==> src/rtl/exponent_job_arbiter_pkg.sv <==
// Shared state encoding, default operand widths and response codes for the
// exponent job arbiter.
package exponent_arb_pkg;

  localparam int X_W_DEF = 8;
  localparam int A_W_DEF = 8;
  localparam int P_W_DEF = 15;

  localparam logic RESP_OK      = 1'b0;
  localparam logic RESP_TIMEOUT = 1'b1;

  typedef enum logic [1:0] {
    IDLE  = 2'd0,
    ISSUE = 2'd1,
    WAIT  = 2'd2,
    RESP  = 2'd3
  } state_t;

  // Index that follows idx on a ring of n entries.
  function automatic int ring_next(input int idx, input int n);
    return (idx + 1 >= n) ? 0 : idx + 1;
  endfunction

endpackage

==> src/rtl/exponent_job_arbiter_if.sv <==
// Requester, response and core handshake bundle of the exponent job arbiter.
// slave = arbiter view, master = surrounding requesters plus exponent core.
interface exponent_job_arbiter_if
  import exponent_arb_pkg::*;
#(
  parameter int NUM_REQ = 4,
  parameter int X_W     = X_W_DEF,
  parameter int A_W     = A_W_DEF,
  parameter int P_W     = P_W_DEF
);
  localparam int IDX_W = $clog2(NUM_REQ);

  logic [NUM_REQ-1:0]     req_valid;
  logic [NUM_REQ*X_W-1:0] req_x;
  logic [NUM_REQ*A_W-1:0] req_a;
  logic [NUM_REQ-1:0]     req_ready;
  logic [NUM_REQ-1:0]     rsp_valid;
  logic [NUM_REQ-1:0]     rsp_ready;
  logic [P_W-1:0]         rsp_p;
  logic                   rsp_err;
  logic [X_W-1:0]         core_x;
  logic [A_W-1:0]         core_a;
  logic                   core_start;
  logic                   core_done;
  logic [P_W-1:0]         core_p;
  logic                   busy;
  logic [IDX_W-1:0]       grant_idx;
  logic [15:0]            job_cnt;

  modport slave (
    input  req_valid, req_x, req_a, rsp_ready, core_done, core_p,
    output req_ready, rsp_valid, rsp_p, rsp_err, core_x, core_a, core_start,
           busy, grant_idx, job_cnt
  );

  modport master (
    output req_valid, req_x, req_a, rsp_ready, core_done, core_p,
    input  req_ready, rsp_valid, rsp_p, rsp_err, core_x, core_a, core_start,
           busy, grant_idx, job_cnt
  );

endinterface

==> src/rtl/exponent_job_arbiter_rr_priority_picker.sv <==
// Combinational rotating-priority encoder: first set request at or above
// rr_ptr (wrapping at NUM_REQ) wins.
module rr_priority_picker #(
  parameter int NUM_REQ = 4
) (
  input  logic [NUM_REQ-1:0]         req,
  input  logic [$clog2(NUM_REQ)-1:0] rr_ptr,
  output logic [$clog2(NUM_REQ)-1:0] win,
  output logic                       any_valid
);
  localparam int IDX_W = $clog2(NUM_REQ);

  assign any_valid = |req;

  // Walk from the farthest offset down so the nearest requester is written last.
  always_comb begin
    win = '0;
    for (int off = NUM_REQ - 1; off >= 0; off--) begin
      win = req[(int'(rr_ptr) + off) % NUM_REQ] ? IDX_W'((int'(rr_ptr) + off) % NUM_REQ) : win;
    end
  end

endmodule

==> src/rtl/exponent_job_arbiter.sv <==
// Shares one exponent core between NUM_REQ requesters with rotating priority,
// one job in flight, result or timeout error routed back to the winner.
module exponent_job_arbiter
  import exponent_arb_pkg::*;
#(
  parameter int NUM_REQ     = 4,
  parameter int X_W         = X_W_DEF,
  parameter int A_W         = A_W_DEF,
  parameter int P_W         = P_W_DEF,
  parameter int TIMEOUT_CYC = 1024
) (
  input logic                   S_AXI_ACLK,
  input logic                   S_AXI_ARESETN,
  exponent_job_arbiter_if.slave bus
);
  localparam int IDX_W = $clog2(NUM_REQ);
  localparam int CNT_W = $clog2(TIMEOUT_CYC + 1);

  state_t             state_r;
  logic [IDX_W-1:0]   rr_ptr_r;
  logic [IDX_W-1:0]   grant_idx_r;
  logic [IDX_W-1:0]   win_s;
  logic               any_valid_s;
  logic [NUM_REQ-1:0] req_ready_r;
  logic [NUM_REQ-1:0] rsp_valid_r;
  logic [X_W-1:0]     core_x_r;
  logic [A_W-1:0]     core_a_r;
  logic               core_start_r;
  logic [P_W-1:0]     rsp_p_r;
  logic               rsp_err_r;
  logic               busy_r;
  logic [15:0]        job_cnt_r;
  logic [CNT_W-1:0]   wait_cnt_r;
  logic               done_ok_s;
  logic               timeout_hit_s;
  logic               accept_s;

  rr_priority_picker #(.NUM_REQ(NUM_REQ)) u_picker (
    .req       (bus.req_valid),
    .rr_ptr    (rr_ptr_r),
    .win       (win_s),
    .any_valid (any_valid_s)
  );

  // The first WAIT cycle overlaps core_start, so a done seen then is left over from the previous job.
  assign done_ok_s     = bus.core_done && (wait_cnt_r != '0);
  assign timeout_hit_s = (wait_cnt_r == CNT_W'(TIMEOUT_CYC - 1));
  assign accept_s      = bus.rsp_ready[grant_idx_r];

  // Job sequencing: grant, issue, wait for done or timeout, hold response until accepted.
  always_ff @(posedge S_AXI_ACLK or negedge S_AXI_ARESETN) begin
    if (!S_AXI_ARESETN) begin
      state_r      <= IDLE;
      rr_ptr_r     <= '0;
      grant_idx_r  <= '0;
      req_ready_r  <= '0;
      rsp_valid_r  <= '0;
      core_x_r     <= '0;
      core_a_r     <= '0;
      core_start_r <= 1'b0;
      rsp_p_r      <= '0;
      rsp_err_r    <= RESP_OK;
      busy_r       <= 1'b0;
      job_cnt_r    <= 16'd0;
      wait_cnt_r   <= '0;
    end else begin
      req_ready_r  <= '0;
      core_start_r <= 1'b0;
      case (state_r)
        IDLE: begin
          if (any_valid_s) begin
            grant_idx_r <= win_s;
            core_x_r    <= bus.req_x[int'(win_s)*X_W +: X_W];
            core_a_r    <= bus.req_a[int'(win_s)*A_W +: A_W];
            req_ready_r <= NUM_REQ'(1) << win_s;
            busy_r      <= 1'b1;
            state_r     <= ISSUE;
          end
        end
        ISSUE: begin
          core_start_r <= 1'b1;
          wait_cnt_r   <= '0;
          state_r      <= WAIT;
        end
        WAIT: begin
          if (done_ok_s) begin
            rsp_p_r     <= bus.core_p;
            rsp_err_r   <= RESP_OK;
            rsp_valid_r <= NUM_REQ'(1) << grant_idx_r;
            state_r     <= RESP;
          end else if (timeout_hit_s) begin
            rsp_p_r     <= '0;
            rsp_err_r   <= RESP_TIMEOUT;
            rsp_valid_r <= NUM_REQ'(1) << grant_idx_r;
            state_r     <= RESP;
          end else begin
            wait_cnt_r <= wait_cnt_r + CNT_W'(1);
          end
        end
        RESP: begin
          if (accept_s) begin
            rsp_valid_r <= '0;
            job_cnt_r   <= job_cnt_r + 16'd1;
            rr_ptr_r    <= IDX_W'(ring_next(int'(grant_idx_r), NUM_REQ));
            busy_r      <= 1'b0;
            state_r     <= IDLE;
          end
        end
        default: begin
          rsp_valid_r <= '0;
          busy_r      <= 1'b0;
          state_r     <= IDLE;
        end
      endcase
    end
  end

  assign bus.req_ready  = req_ready_r;
  assign bus.rsp_valid  = rsp_valid_r;
  assign bus.rsp_p      = rsp_p_r;
  assign bus.rsp_err    = rsp_err_r;
  assign bus.core_x     = core_x_r;
  assign bus.core_a     = core_a_r;
  assign bus.core_start = core_start_r;
  assign bus.busy       = busy_r;
  assign bus.grant_idx  = grant_idx_r;
  assign bus.job_cnt    = job_cnt_r;

endmodule

==> src/flat_wrapper.sv <==
// flat-port wrapper written by rule: the top's interface ports become plain ports
module exponent_job_arbiter_flat import exponent_arb_pkg::*;
#(
  parameter int NUM_REQ     = 4,
  parameter int X_W         = X_W_DEF,
  parameter int A_W         = A_W_DEF,
  parameter int P_W         = P_W_DEF,
  parameter int TIMEOUT_CYC = 1024
)
  (S_AXI_ACLK, S_AXI_ARESETN, bus_req_valid, bus_req_x, bus_req_a, bus_rsp_ready, bus_core_done, bus_core_p, bus_req_ready, bus_rsp_valid, bus_rsp_p, bus_rsp_err, bus_core_x, bus_core_a, bus_core_start, bus_busy, bus_grant_idx, bus_job_cnt);
  exponent_job_arbiter_if #(.NUM_REQ(NUM_REQ), .X_W(X_W), .A_W(A_W), .P_W(P_W)) bus_i ();
  input logic S_AXI_ACLK;
  input logic S_AXI_ARESETN;
  input wire logic [$bits(bus_i.req_valid)-1:0] bus_req_valid;
  input wire logic [$bits(bus_i.req_x)-1:0] bus_req_x;
  input wire logic [$bits(bus_i.req_a)-1:0] bus_req_a;
  input wire logic [$bits(bus_i.rsp_ready)-1:0] bus_rsp_ready;
  input wire logic [$bits(bus_i.core_done)-1:0] bus_core_done;
  input wire logic [$bits(bus_i.core_p)-1:0] bus_core_p;
  output wire logic [$bits(bus_i.req_ready)-1:0] bus_req_ready;
  output wire logic [$bits(bus_i.rsp_valid)-1:0] bus_rsp_valid;
  output wire logic [$bits(bus_i.rsp_p)-1:0] bus_rsp_p;
  output wire logic [$bits(bus_i.rsp_err)-1:0] bus_rsp_err;
  output wire logic [$bits(bus_i.core_x)-1:0] bus_core_x;
  output wire logic [$bits(bus_i.core_a)-1:0] bus_core_a;
  output wire logic [$bits(bus_i.core_start)-1:0] bus_core_start;
  output wire logic [$bits(bus_i.busy)-1:0] bus_busy;
  output wire logic [$bits(bus_i.grant_idx)-1:0] bus_grant_idx;
  output wire logic [$bits(bus_i.job_cnt)-1:0] bus_job_cnt;
  assign bus_i.req_valid = bus_req_valid;
  assign bus_i.req_x = bus_req_x;
  assign bus_i.req_a = bus_req_a;
  assign bus_i.rsp_ready = bus_rsp_ready;
  assign bus_i.core_done = bus_core_done;
  assign bus_i.core_p = bus_core_p;
  assign bus_req_ready = bus_i.req_ready;
  assign bus_rsp_valid = bus_i.rsp_valid;
  assign bus_rsp_p = bus_i.rsp_p;
  assign bus_rsp_err = bus_i.rsp_err;
  assign bus_core_x = bus_i.core_x;
  assign bus_core_a = bus_i.core_a;
  assign bus_core_start = bus_i.core_start;
  assign bus_busy = bus_i.busy;
  assign bus_grant_idx = bus_i.grant_idx;
  assign bus_job_cnt = bus_i.job_cnt;
  exponent_job_arbiter #(.NUM_REQ(NUM_REQ), .X_W(X_W), .A_W(A_W), .P_W(P_W), .TIMEOUT_CYC(TIMEOUT_CYC)) u_core (.S_AXI_ACLK(S_AXI_ACLK), .S_AXI_ARESETN(S_AXI_ARESETN), .bus(bus_i));
endmodule
==> config.mk <==
export PLATFORM = sky130hd
export DESIGN_NAME = exponent_job_arbiter_flat
export DESIGN_NICKNAME = d
export VERILOG_FILES = /design/src/rtl/exponent_job_arbiter_pkg.sv /design/src/rtl/exponent_job_arbiter_if.sv /design/src/rtl/exponent_job_arbiter_rr_priority_picker.sv /design/src/rtl/exponent_job_arbiter.sv /design/src/flat_wrapper.sv
export SDC_FILE = /design/constraint.sdc
export NUM_CORES = 1
export LEC_CHECK = 0
export BUFFER_PORTS_ARGS = -buffer_cell sky130_fd_sc_hd__buf_4
export CORE_UTILIZATION = 30
export CTS_CLUSTER_SIZE = 28
export DETAILED_ROUTE_END_ITERATION = 8
export PLACE_DENSITY = 0.54
export SETUP_SLACK_MARGIN = 0.05
export SLEW_MARGIN = 25
export SYNTH_ARGS = -nofsm -noshare
export SYNTH_HDL_FRONTEND = slang
export SYNTH_SLANG_ARGS = --single-unit
==> constraint.sdc <==
create_clock -name S_AXI_ACLK -period 1.85 [get_ports S_AXI_ACLK]
set_clock_uncertainty 0.05 [all_clocks]
set_input_delay 0.37 -clock S_AXI_ACLK [delete_from_list [all_inputs] [get_ports S_AXI_ACLK]]
set_output_delay 0.37 -clock S_AXI_ACLK [all_outputs]
set_load 0.02 [all_outputs]
==> out/results.tsv, run 1 <==
stage	metric	value	unit
status	outcome	finished, final reports clean	
setup_path	worst r2r path cells	8	
die	die width	117	um
sta	fmax	542	MHz
setup_path	Reg-to-Reg End	u_core.bus.rsp_valid[1]	
sta	headroom to the max-slew limit	0.601	
die	Row Count	41	
hold_path	min-delay worst type	in2reg	
synthesis	Yosys top cell by area	dfrtp_1	
setup_path	critical path data required time	2020	ps
synthesis	FFs w/ async S/R, synth	1.00	
sta	setup TNS	0	ps
setup_path	slowest cell delay on critical path	390	ps
place	dpl cells	752	
sta	worst slew pin tran	594	ps
synthesis	Post-synth EDFFs	0	
route	final WL	11500	um
place	dpl cell area	5690	sq um
die	I/O Pins	150	
global_routing	number of global-route vias before repair	3680	
global_routing	all-layer global routing usage	0.167	
layout	cell area after layout	6360	sq um
place	Post-DP HPWL	8590	um
setup_path	Worst setup SP type	flop	
power	Pleak	3.01	nW
synthesis	largest cells by area after synthesis	dfrtp_1, a211oi_1, nand2_1, mux2i_1, ha_1	
die	Die ar.	13700	sq um
layout	Post-layout nets	702	
setup_path	worst-path fanout max	4	
global_routing	global route total overflow	0	
synthesis	Yosys cell types	53	
setup_path	Crit. End Element	flop	
hold_path	worst hold endpoint	u_core.bus.rsp_p[10]	
die	Die Height	117	um
hold_path	worst hold start	bus_core_p[10]	
route	antenna-violating nets left	0	
route	via count	3703	
clocking	CTS tree	yes	
sta	min cycle time layout	1840	ps
setup_path	worst path arrival time	2010	ps
synthesis	Post-Synthesis Cell Area	3980	sq um
place	port bufs	149	
global_routing	pin count of the biggest net entering global routing	41	
route	DR iter-0 viols	130	
synthesis	Avg Inst Size Synth	10.0	sq um
clocking	Num CTS Buffers	9	
hold_path	Hold Path Stages	3	
place	Final GP Congestion	0.816	
synthesis	post-synthesis net count	499	
sta	Fin. Hold Viols	0	
sta	RSZ-0062 raised after global routing	yes	
clocking	Reg clk slew, reported paths	60	ps
power	PD cells	1460	nW/um^2
layout	area delta synth->final	59.7	%
sta	WHS	193	ps
power	Peak supply drop	0.557	mV
layout	final core occ	0.498	
job	max-cap viol count	0	
setup_path	CP Cell Sequence	inv_2 -> ha_4 -> nor4b_4 -> buf_4 -> a31oi_2 -> or2_4 -> a31oi_1 -> o2bb2ai_1	
setup_path	critical path's slowest cell	dfrtp_1	
setup_path	reg2reg setup slack	6	ps
synthesis	most common flop cell mapped by yosys	dfrtp_1	
layout	Non-Filler Instances	777	
sta	Pins Over Slew Limit	0	
route	vias per inst	4.77	
synthesis	Syn Inst Count	397	
global_routing	initial antenna violation count	0	
setup_path	reg-to-reg startpoint	u_core.wait_cnt_r[0]	
sta	period utilization	0.997	
route	WL/cell	14.9	um
clocking	worst skew pair latency	330	ps
clocking	clk sink count	75	
die	core area	12800	sq um
clocking	clock buffer depth	2	
route	DRC Markers	0	
synthesis	#FFs+latches synth	75	
synthesis	YS warnings	0	
route	DR pass1 iterations	6	
layout	share of cells above drive strength 1	0.479	
synthesis	post-synth top area share	0.471	
synthesis	sequential-to-total area share from yosys stat	0.471	
clocking	root buffer cell	clkbuf_16	
die	Starting Density	0.312	
global_routing	first-pass GRT wire length	17500	um
setup_path	CP Class	reg2reg	
sta	final setup vio count	0	
clocking	H-tree levels	3	
layout	diode count	0	
synth_stat cells, drive strengths merged (2+ instances only):
cell type  number
or3             2
mux2i          19
nor4            4
nand2b          3
dfrtp          75
a21oi           6
nor3            6
a31oi           5
a21boi         16
or2             2
inv            11
o21a            2
and4            2
nor2b           5
o21ai          22
buf            14
and2            2
o2bb2ai         4
ha             12
nor3b           3
and3            5
xnor2          13
clkbuf          7
nand3           9
xor2            7
nand4           9
nand2          53
nor2           33
a211oi         32
sequential cells by signal, indices dropped and copies added (netlist names):
register and count:
u_core.bus.core_x 8, u_core.bus.rsp_err 1, u_core.bus.job_cnt 16, u_core.bus.rsp_p 15
u_core.bus.rsp_valid 4, u_core.bus.core_start 1, u_core.bus.busy 1, u_core.state_r 2
u_core.bus.grant_idx 2, u_core.bus.req_ready 4, u_core.wait_cnt_r 11, u_core.rr_ptr_r 2
u_core.bus.core_a 8
logic make-up (layout without fill, tap and decap cells):
kind of cell | count (synthesis) | count (layout) | synth area share
DFF | 75 | 75 | 0.471
xor gates and xnor gates | 20 | 20 | 0.0440
adders and majority gates | 12 | 12 | 0.0377
buffers and inverters | 32 | 240 | 0.0433
and+or+nand+nor | 142 | 142 | 0.180
muxes | 21 | 21 | 0.0562
AOI/OAI and AO/OA | 95 | 95 | 0.167
how the worst max path moves through the flow:
stage	startpoint	to	slack (ps)	cells after the start
2_1_floorplan	u_core.state_r[0]	u_core.wait_cnt_r[3]	50	8
3_3_place_gp	bus_req_valid[0]	u_core.bus.core_x[4]	-320	6
3_5_place_dp	u_core.wait_cnt_r[0]	u_core.bus.rsp_valid[0]	-150	7
4_1_cts	u_core.wait_cnt_r[0]	u_core.wait_cnt_r[9]	30	7
5_1_grt	u_core.wait_cnt_r[0]	u_core.bus.rsp_valid[2]	-100	8
6_report	u_core.wait_cnt_r[0]	u_core.bus.rsp_valid[1]	6	8
critical path, delay by kind of cell, from the launching register on:
family | cells | cell delay, ps
AND/OR/NAND/NOR | 2 | 540
AO/OA/AOI/OAI | 3 | 370
flip-flops | 1 | 390
adder cells (fa/ha/maj) | 1 | 130
buffers and inverters | 2 | 250
cell usage in the layout (no fill, tap or decap), types with 5 or more instances in the layout:
cell       instances
o21ai_0           19
nor2_1            29
buf_12             5
mux2i_1           18
a21boi_0          14
xnor2_1           13
xor2_1             7
nand4_1            8
clkbuf_16          9
a211oi_1          22
nand3_1            7
dfrtp_1           73
and3_1             5
a211oi_2           9
ha_1               6
inv_1              7
buf_4            201
nand2_1           52
buf_6              6
metal layers:
layer	share of wire	vias to the layer above	global-route usage
li1	-	1816	-
met2	0.47	154	0.273
met4	0.018	0	0.0726
met3	0.099	15	0.0592
met1	0.42	1718	0.198
met5	0	-	0
final cells by class:
class	instances	area, sq um
sequential	75	1880
tap	172	215
clock inverter	4	72.6
multi-input combinational	290	2210
fill	1157	6410
clock buffer	12	256
inverter	11	41.3
timing repair buffer	213	1690
where the power goes:
group	switching [mW]	leakage [nW]	internal (mW)	total, mW
logic	2.55	1.91	2.24	4.79
registers	0.367	0.945	2.21	2.58
clock network	0.668	0.159	1.25	1.92
total	3.59	3.01	5.70	9.29
timing repair:
action                                 CTS  global route
hold buffers                             1             0
setup buffers                            2             6
endpoints found under the hold margin   14             0
pin swaps                                5            19
gates resized for setup                 22            41
setup endpoints to repair               35            51
through the flow:
stage                     total power [mW]  worst slack (ps)
after floorplan                       4.98              48.5
after global placement                6.93              -317
after detailed placement              7.01              -151
after CTS                             9.10              27.0
after global routing                  9.92              -100
final                                 9.29              5.58
No activity file was read; power rests on OpenSTA's default activity.
==> run 2: changes to the inputs <==
CORE_ASPECT_RATIO = 2   (was not set)
CORE_UTILIZATION = 45   (was 30)
GPL_TIMING_DRIVEN = 0   (was not set)
PLACE_DENSITY = 0.76   (was 0.54)
==> run 2 against run 1 <==
  * The flow now finishes with violations (hold timing, setup timing)
  * Total power is 0.38% higher
  * Setup slack got worse by 130 ps
  * First-iteration DRC count increased by 55%
  * Sequential share of layout area grew 0.33 points
  * Global-route usage rose by 9.5 points
  * Count of clock-buffer cells in the layout is 1 lower
  * Critical endpoint is now u_core.wait_cnt_r[8]
==> out/results.tsv, run 2 (same netlist as run 1, synthesis figures left out) <==
stage	metric	value	unit	change
status	outcome	finished with violations		
status	failing checks	hold timing, setup timing		
sta	worst slew pin tran	682	ps	+88.8 ps
layout	share of cells above drive strength 1	0.486		+0.00652
setup_path	critical path data required time	2030	ps	about the same
sta	Setup WS post-layout	-121	ps	-127 ps
sta	final setup vio count	34		+34
setup_path	worst-path fanout max	5		+1
sta	RSZ-0062 raised after global routing	yes		
layout	final core occ	0.735		+0.237
clocking	worst skew pair latency	350	ps	+20 ps
power	Peak supply drop	0.933	mV	+67%
clocking	root buffer cell	clkbuf_16		
power	part of the power in the clock network	0.183		-0.024
place	dpl cell area	5250	sq um	-7.8%
setup_path	worst r2r path cells	6		-2
global_routing	first-pass GRT wire length	17800	um	+1.8%
sta	headroom to the max-slew limit	0.545		-0.0555
route	DR iter-0 viols	202		+55%
setup_path	critical path's slowest cell	dfrtp_1		
power	PD cells	1480	nW/um^2	+1.2%
route	DR pass1 iterations	4		-2
setup_path	CP Class	reg2reg		
setup_path	reg2reg setup slack	-120	ps	-130 ps
clocking	clock buffer depth	2		unchanged
place	worst slack, placed	-380	ps	-229 ps
die	Die ar.	9260	sq um	-33%
layout	Post-layout nets	698		-0.57%
layout	diode count	0		unchanged
setup_path	CP startpoint	u_core.wait_cnt_r[9]		
die	Die Height	135	um	+15%
power	P_int	5.57	mW	-2.4%
global_routing	all-layer global routing usage	0.262		+0.0949
die	Row Count	48		+17%
clocking	Num CTS Buffers	9		unchanged
place	dpl cells	646		-14%
layout	cell area after layout	6310	sq um	-0.83%
sta	fmax	507	MHz	-6.4%
global_routing	number of global-route vias before repair	3860		+4.9%
clocking	Hold Buf Count CTS	0		-1
place	port bufs	149		unchanged
global_routing	grt met2 use	0.480		+0.207
layout	commonest non-fill, non-tap cell in the layout	buf_4		
die	I/O Pins	150		unchanged
setup_path	Reg-to-Reg End	u_core.wait_cnt_r[8]		
global_routing	GR peak layer	met2		
layout	area delta synth->final	58.4	%	
sta	Pins Over Slew Limit	0		unchanged
global_routing	pin count of the biggest net entering global routing	76		+85%
power	sequential power share	0.284		+0.006
power	Pleak	2.99	nW	-0.81%
sta	min cycle time layout	1970	ps	+127 ps
die	die width	68.5	um	-42%
power	Sw Ratio	0.403		+0.0173
clocking	clk sink count	75		unchanged
route	final WL	12000	um	+3.7%
die	core area	8590	sq um	-33%
power	Sw Pwr	3.76	mW	+4.9%
layout	Largest register FFs	16		unchanged
die	Starting Density	0.464		+0.152
setup_path	CP Cell Sequence	nor4_4 -> a311oi_2 -> buf_6 -> nor3b_2 -> a31oi_1 -> o21a_1		
job	max-cap viol count	0		unchanged
place	Final GP Congestion	0.811		-0.67%
route	via count	3916		+5.8%
route	DRC Markers	0		unchanged
power	combinational share of power	0.533		+0.017
setup_path	Critical Path Sink	u_core.wait_cnt_r[8]		
layout	most frequent cells in the layout	buf_4, dfrtp_1, nand2_1, nor2_1, a211oi_1		
setup_path	reg-to-reg startpoint	u_core.wait_cnt_r[9]		
sta	setup TNS	-1500	ps	-1500 ps
global_routing	initial antenna violation count	0		unchanged
setup_path	slowest cell delay on critical path	460	ps	+70 ps
hold_path	min-delay worst type	in2async		
clocking	H-tree levels	3		unchanged
setup_path	Worst setup SP type	flop		
global_routing	global route total overflow	0		unchanged
layout	Non-Filler Instances	701		-9.8%
layout	Fillers	624		-46%
sta	Fin. Hold Viols	19		+19
global_routing	GR Util met3	0.0676		+0.00835
clocking	CTS tree	yes		
route	antenna-violating nets left	0		unchanged
global_routing	GRT met1 Usage	0.259		+0.0610
route	WL/cell	17.1	um	+15%
route	vias per inst	5.59		+17%
place	Post-DP HPWL	7810	um	-9.2%
sta	period utilization	1.07		+0.0684
setup_path	Crit. End Element	flop		
sta	WHS	-10.2	ps	-203 ps
power	Tot Pwr	9.33	mW	+0.38%
clocking	Reg clk slew, reported paths	60	ps	about the same
setup_path	worst path arrival time	2150	ps	+140 ps
==> run 2: cell count changes in the layout (fill, tap and decap cells not counted), moves of 3 or more <==
| cell | before | now |
|---|---|---|
| buf_6 | 6 | 12 |
| a21boi_1 | 2 | 5 |
| dfrtp_2 | 2 | 6 |
| buf_4 | 201 | 186 |
| a21boi_0 | 14 | 11 |
| dfrtp_1 | 73 | 69 |
==> run 2: area by class of cell <==
class / count / area [sq um] / share of cell area
Clock buffer: 11 / 233 / 0.0369
Sequential cell: 75 / 1880 / 0.299
Clock inverter: 5 / 53.8 / 0.00853
Multi-Input combinational cell: 291 / 2320 / 0.368
Tap cell: 100 / 125 / 0.0198
Timing Repair Buffer: 188 / 1460 / 0.231
Buffer: 20 / 191 / 0.0303
Inverter: 11 / 43.8 / 0.00694
==> run 2: per-layer routing <==
metal | up-vias | share of wire
li1 | 1817 | -
met1 | 1891 | 0.34
met2 | 176 | 0.56
met3 | 32 | 0.068
met4 | 0 | 0.028
met5 | - | 0
==> run 2: worst min path at each step <==
stage | start | end | slack [ps] | depth (start not counted)
finish | S_AXI_ARESETN | u_core.bus.core_a[2] | -10 | 1
global route | S_AXI_ARESETN | u_core.bus.core_a[2] | 50 | 1
CTS | S_AXI_ARESETN | u_core.bus.core_a[2] | 170 | 1
detailed placement | u_core.bus.job_cnt[15] | u_core.bus.job_cnt[15] | 420 | 1
global placement | u_core.bus.job_cnt[15] | u_core.bus.job_cnt[15] | 410 | 1
floorplan | S_AXI_ARESETN | u_core.bus.busy | 20 | 0
==> run 2: critical path, delay by kind of cell, from the launching register on <==
kind	cells	cell delay (ps)
AOI/OAI and AO/OA	3	500
DFF	1	460
and+or+nand+nor	2	650
buffers and inverters	1	200
==> run 2: what timing repair did <==
item	CTS	global route
resized for setup	79	34
setup buffers	24	13
cloned	3	0
pin swaps	17	19
setup endpoints to repair	56	54
endpoints found under the hold margin	0	0
==> run 2: power groups by stage <==
stage	Sequential (mW)	Clock, mW	Combinational [mW]
4_1_cts	2.62	1.72	4.57
5_1_grt	2.71	1.80	5.33
2_1_floorplan	3.17	0	1.81
3_3_place_gp	2.60	0	3.76
3_5_place_dp	2.63	0	3.88
6_report	2.65	1.71	4.97
==> run 3: changes to the inputs <==
ABC_AREA = 1   (was not set)
CORE_UTILIZATION = 46   (was 45)
==> run 3 against run 2 <==
  * Total power increased by 39%
  * Combinational power is 75% higher
  * The flow finishes with violations (setup timing)
  * Setup slack gained 9.0 ps
  * Sequential share of layout area decreased by 3.5 points
  * First-iteration DRC count rose by 47%
  * Via count grew 28%
  * Global-route usage up 1.3 points
  * Wire length is 28% higher
  * Critical path depth is 8 higher
  * Cell area rose by 13%
  * Synthesized cell count rose by 54%
  * Count of clock-buffer cells in the layout rose by 2
==> out/results.tsv, run 3 <==
stage	metric	value	unit	change
setup_path	Crit. End Element	flop		
layout	Largest register FFs	16		unchanged
hold_path	min-delay worst type	in2async		
route	via count	5019		+28%
setup_path	CP Class	reg2reg		
place	port bufs	149		unchanged
power	Peak supply drop	1.49	mV	+60%
synthesis	Yosys cell types	33		-38%
clocking	Reg clk slew, reported paths	60	ps	about the same
route	DRC Markers	0		unchanged
power	combinational share of power	0.671		+0.138
die	Die Height	141	um	+4.5%
synthesis	most common cell in the netlist	nand2_1		
setup_path	reg2reg setup slack	-110	ps	about the same
place	Final GP Congestion	0.872		+7.6%
synthesis	FFs w/ async S/R, synth	1.00		unchanged
power	sequential power share	0.204		-0.080
power	Pleak	3.93	nW	+32%
sta	min cycle time layout	1960	ps	-9.05 ps
synthesis	Avg Inst Size Synth	7.29	sq um	-27%
clocking	Num CTS Buffers	9		unchanged
global_routing	GRT met1 Usage	0.241		-0.0178
synthesis	largest cells by area after synthesis	dfrtp_1, nand2_1, nand3_1, inv_1, ha_1		
die	I/O Pins	150		unchanged
layout	diode count	0		unchanged
setup_path	worst-path fanout max	8		+3
status	failing checks	setup timing		
power	PD cells	1810	nW/um^2	+23%
layout	commonest non-fill, non-tap cell in the layout	buf_4		
clocking	clk sink count	75		unchanged
global_routing	initial antenna violation count	0		unchanged
layout	share of cells above drive strength 1	0.474		-0.0120
synthesis	Syn Inst Count	611		+54%
route	vias per inst	5.41		-3.1%
die	Row Count	50		+4.2%
setup_path	CP startpoint	u_core.rr_ptr_r[1]		
route	final WL	15300	um	+28%
layout	Non-Filler Instances	927		+32%
status	outcome	finished with violations		
place	Post-DP HPWL	9330	um	+20%
global_routing	all-layer global routing usage	0.274		+0.0126
synthesis	synth cell count leaders	nand2_1, nand3_1, inv_1		
setup_path	critical path data required time	2070	ps	+40 ps
global_routing	number of global-route vias before repair	4799		+24%
layout	Post-layout nets	920		+32%
sta	headroom to the max-slew limit	0.381		-0.164
layout	most frequent cells in the layout	buf_4, nand2_1, inv_1, dfrtp_1, nand3_1		
power	Tot Pwr	13.0	mW	+39%
power	P_int	6.78	mW	+22%
clocking	root buffer cell	clkbuf_16		
sta	period utilization	1.06		-0.00489
power	part of the power in the clock network	0.125		-0.058
die	Die ar.	10100	sq um	+9.1%
synthesis	Yosys top cell by area	dfrtp_1		
job	max-cap viol count	0		unchanged
synthesis	most common flop cell mapped by yosys	dfrtp_1		
global_routing	first-pass GRT wire length	21500	um	+21%
clocking	worst skew pair latency	330	ps	-20 ps
layout	area delta synth->final	60.4	%	
global_routing	grt met2 use	0.538		+0.0575
sta	worst slew pin tran	928	ps	+246 ps
sta	RSZ-0062 raised after global routing	yes		
route	WL/cell	16.5	um	-3.3%
synthesis	Post-Synthesis Cell Area	4450	sq um	+12%
synthesis	YS warnings	0		unchanged
place	dpl cells	864		+34%
clocking	H-tree levels	3		unchanged
route	DR iter-0 viols	297		+47%
die	die width	71.6	um	+4.4%
synthesis	Post-synth EDFFs	0		unchanged
die	core area	9380	sq um	+9.3%
die	Starting Density	0.475		+0.0107
setup_path	worst path arrival time	2190	ps	+40 ps
sta	Setup WS post-layout	-112	ps	+9.05 ps
place	dpl cell area	5700	sq um	+8.7%
synthesis	#FFs+latches synth	75		unchanged
clocking	CTS tree	yes		
setup_path	Worst setup SP type	flop		
sta	final setup vio count	35		+2.9%
layout	final core occ	0.761		+0.0262
route	antenna-violating nets left	0		unchanged
global_routing	pin count of the biggest net entering global routing	76		unchanged
place	worst slack, placed	-333	ps	+46.7 ps
setup_path	reg-to-reg startpoint	u_core.rr_ptr_r[1]		
sta	fmax	510	MHz	+0.46%
synthesis	post-synthesis net count	713		+43%
route	DR pass1 iterations	5		+1
global_routing	GR peak layer	met2		
global_routing	GR Util met3	0.0579		-0.00967
power	Sw Pwr	6.18	mW	+64%
global_routing	global route total overflow	0		unchanged
synthesis	sequential-to-total area share from yosys stat	0.421		-0.0496
clocking	Hold Buf Count CTS	0		unchanged
layout	cell area after layout	7140	sq um	+13%
synthesis	post-synth top area share	0.421		-0.0496
clocking	clock buffer depth	2		unchanged
power	Sw Ratio	0.477		+0.0736
sta	Pins Over Slew Limit	0		unchanged
sta	Fin. Hold Viols	0		-19
layout	Fillers	653		+4.6%
==> run 3: layout make-up <==
class                   count  area [sq um]  area share
well taps                 104           130      0.0182
repair buffers            196          1540       0.215
plain buffers              26           241      0.0338
flip-flops and latches     75          1880       0.264
multi-input cells         416          2700       0.379
clock inverters             3          23.8     0.00333
inverters                  94           372      0.0520
clock buffers              13           250      0.0350
==> run 3: power by group through the flow <==
stage | Combinational, mW | Sequential (mW) | Clock (mW)
after floorplan | 3.32 | 3.12 | 0
after global placement | 5.61 | 2.58 | 0
after detailed placement | 5.76 | 2.60 | 0
after CTS | 7.00 | 2.59 | 1.62
after global routing | 9.21 | 2.70 | 1.71
final | 8.69 | 2.65 | 1.62
==> run 3: stage by stage <==
step	hold slack (ps)	TNS, ps
finish	114	-1470
floorplan	24.4	0
global placement	406	-5630
CTS	169	-20.5
global route	202	-4580
detailed placement	417	-7810
==> run 3: critical path, stage by stage (launching register included) <==
cell and delay [ps]:
dfrtp_2 480, inv_4 130, nand2_1 70, nand2_1 90
nand2_2 80, nand3_4 100, nand2_2 80, nand2_4 150
nand2_8 120, buf_4 170, nand2_1 50, nand3_1 80
nand2_1 110, nand2_1 60, nand2_1 70
==> run 3: per-layer routing <==
layer / up-vias / part of all wire
met5: - / 0
met4: 0 / 0.068
met3: 84 / 0.051
met2: 250 / 0.57
met1: 2366 / 0.31
li1: 2319 / -
==> run 3: path summary, 6_finish.rpt <==
kind                                             end  depth (start not counted)
worst max-delay path            u_core.bus.core_x[2]                         14
worst min-delay path            u_core.bus.core_x[0]                          1
worst max register to register  u_core.bus.core_x[2]                         14
worst min register to register  u_core.bus.core_a[7]                          2
max in group asynchronous       u_core.wait_cnt_r[1]                          1
min in group S_AXI_ACLK          u_core.bus.rsp_p[2]                          3
==> run 3: logic make-up after synthesis <==
kind of cell / count (synthesis) / share of synthesized area
adders and majority gates: 12 / 0.0337
xor gates and xnor gates: 20 / 0.0393
AOI/OAI and AO/OA: 26 / 0.0379
buffers and inverters: 120 / 0.116
and+or+nand+nor: 358 / 0.352
DFF: 75 / 0.421
==> run 3: timing repair <==
| action | CTS | global route |
|---|---|---|
| gates resized for setup | 78 | 143 |
| cloned | 4 | 3 |
| setup endpoints to repair | 50 | 59 |
| setup buffers | 27 | 13 |
| pin swaps | 24 | 56 |
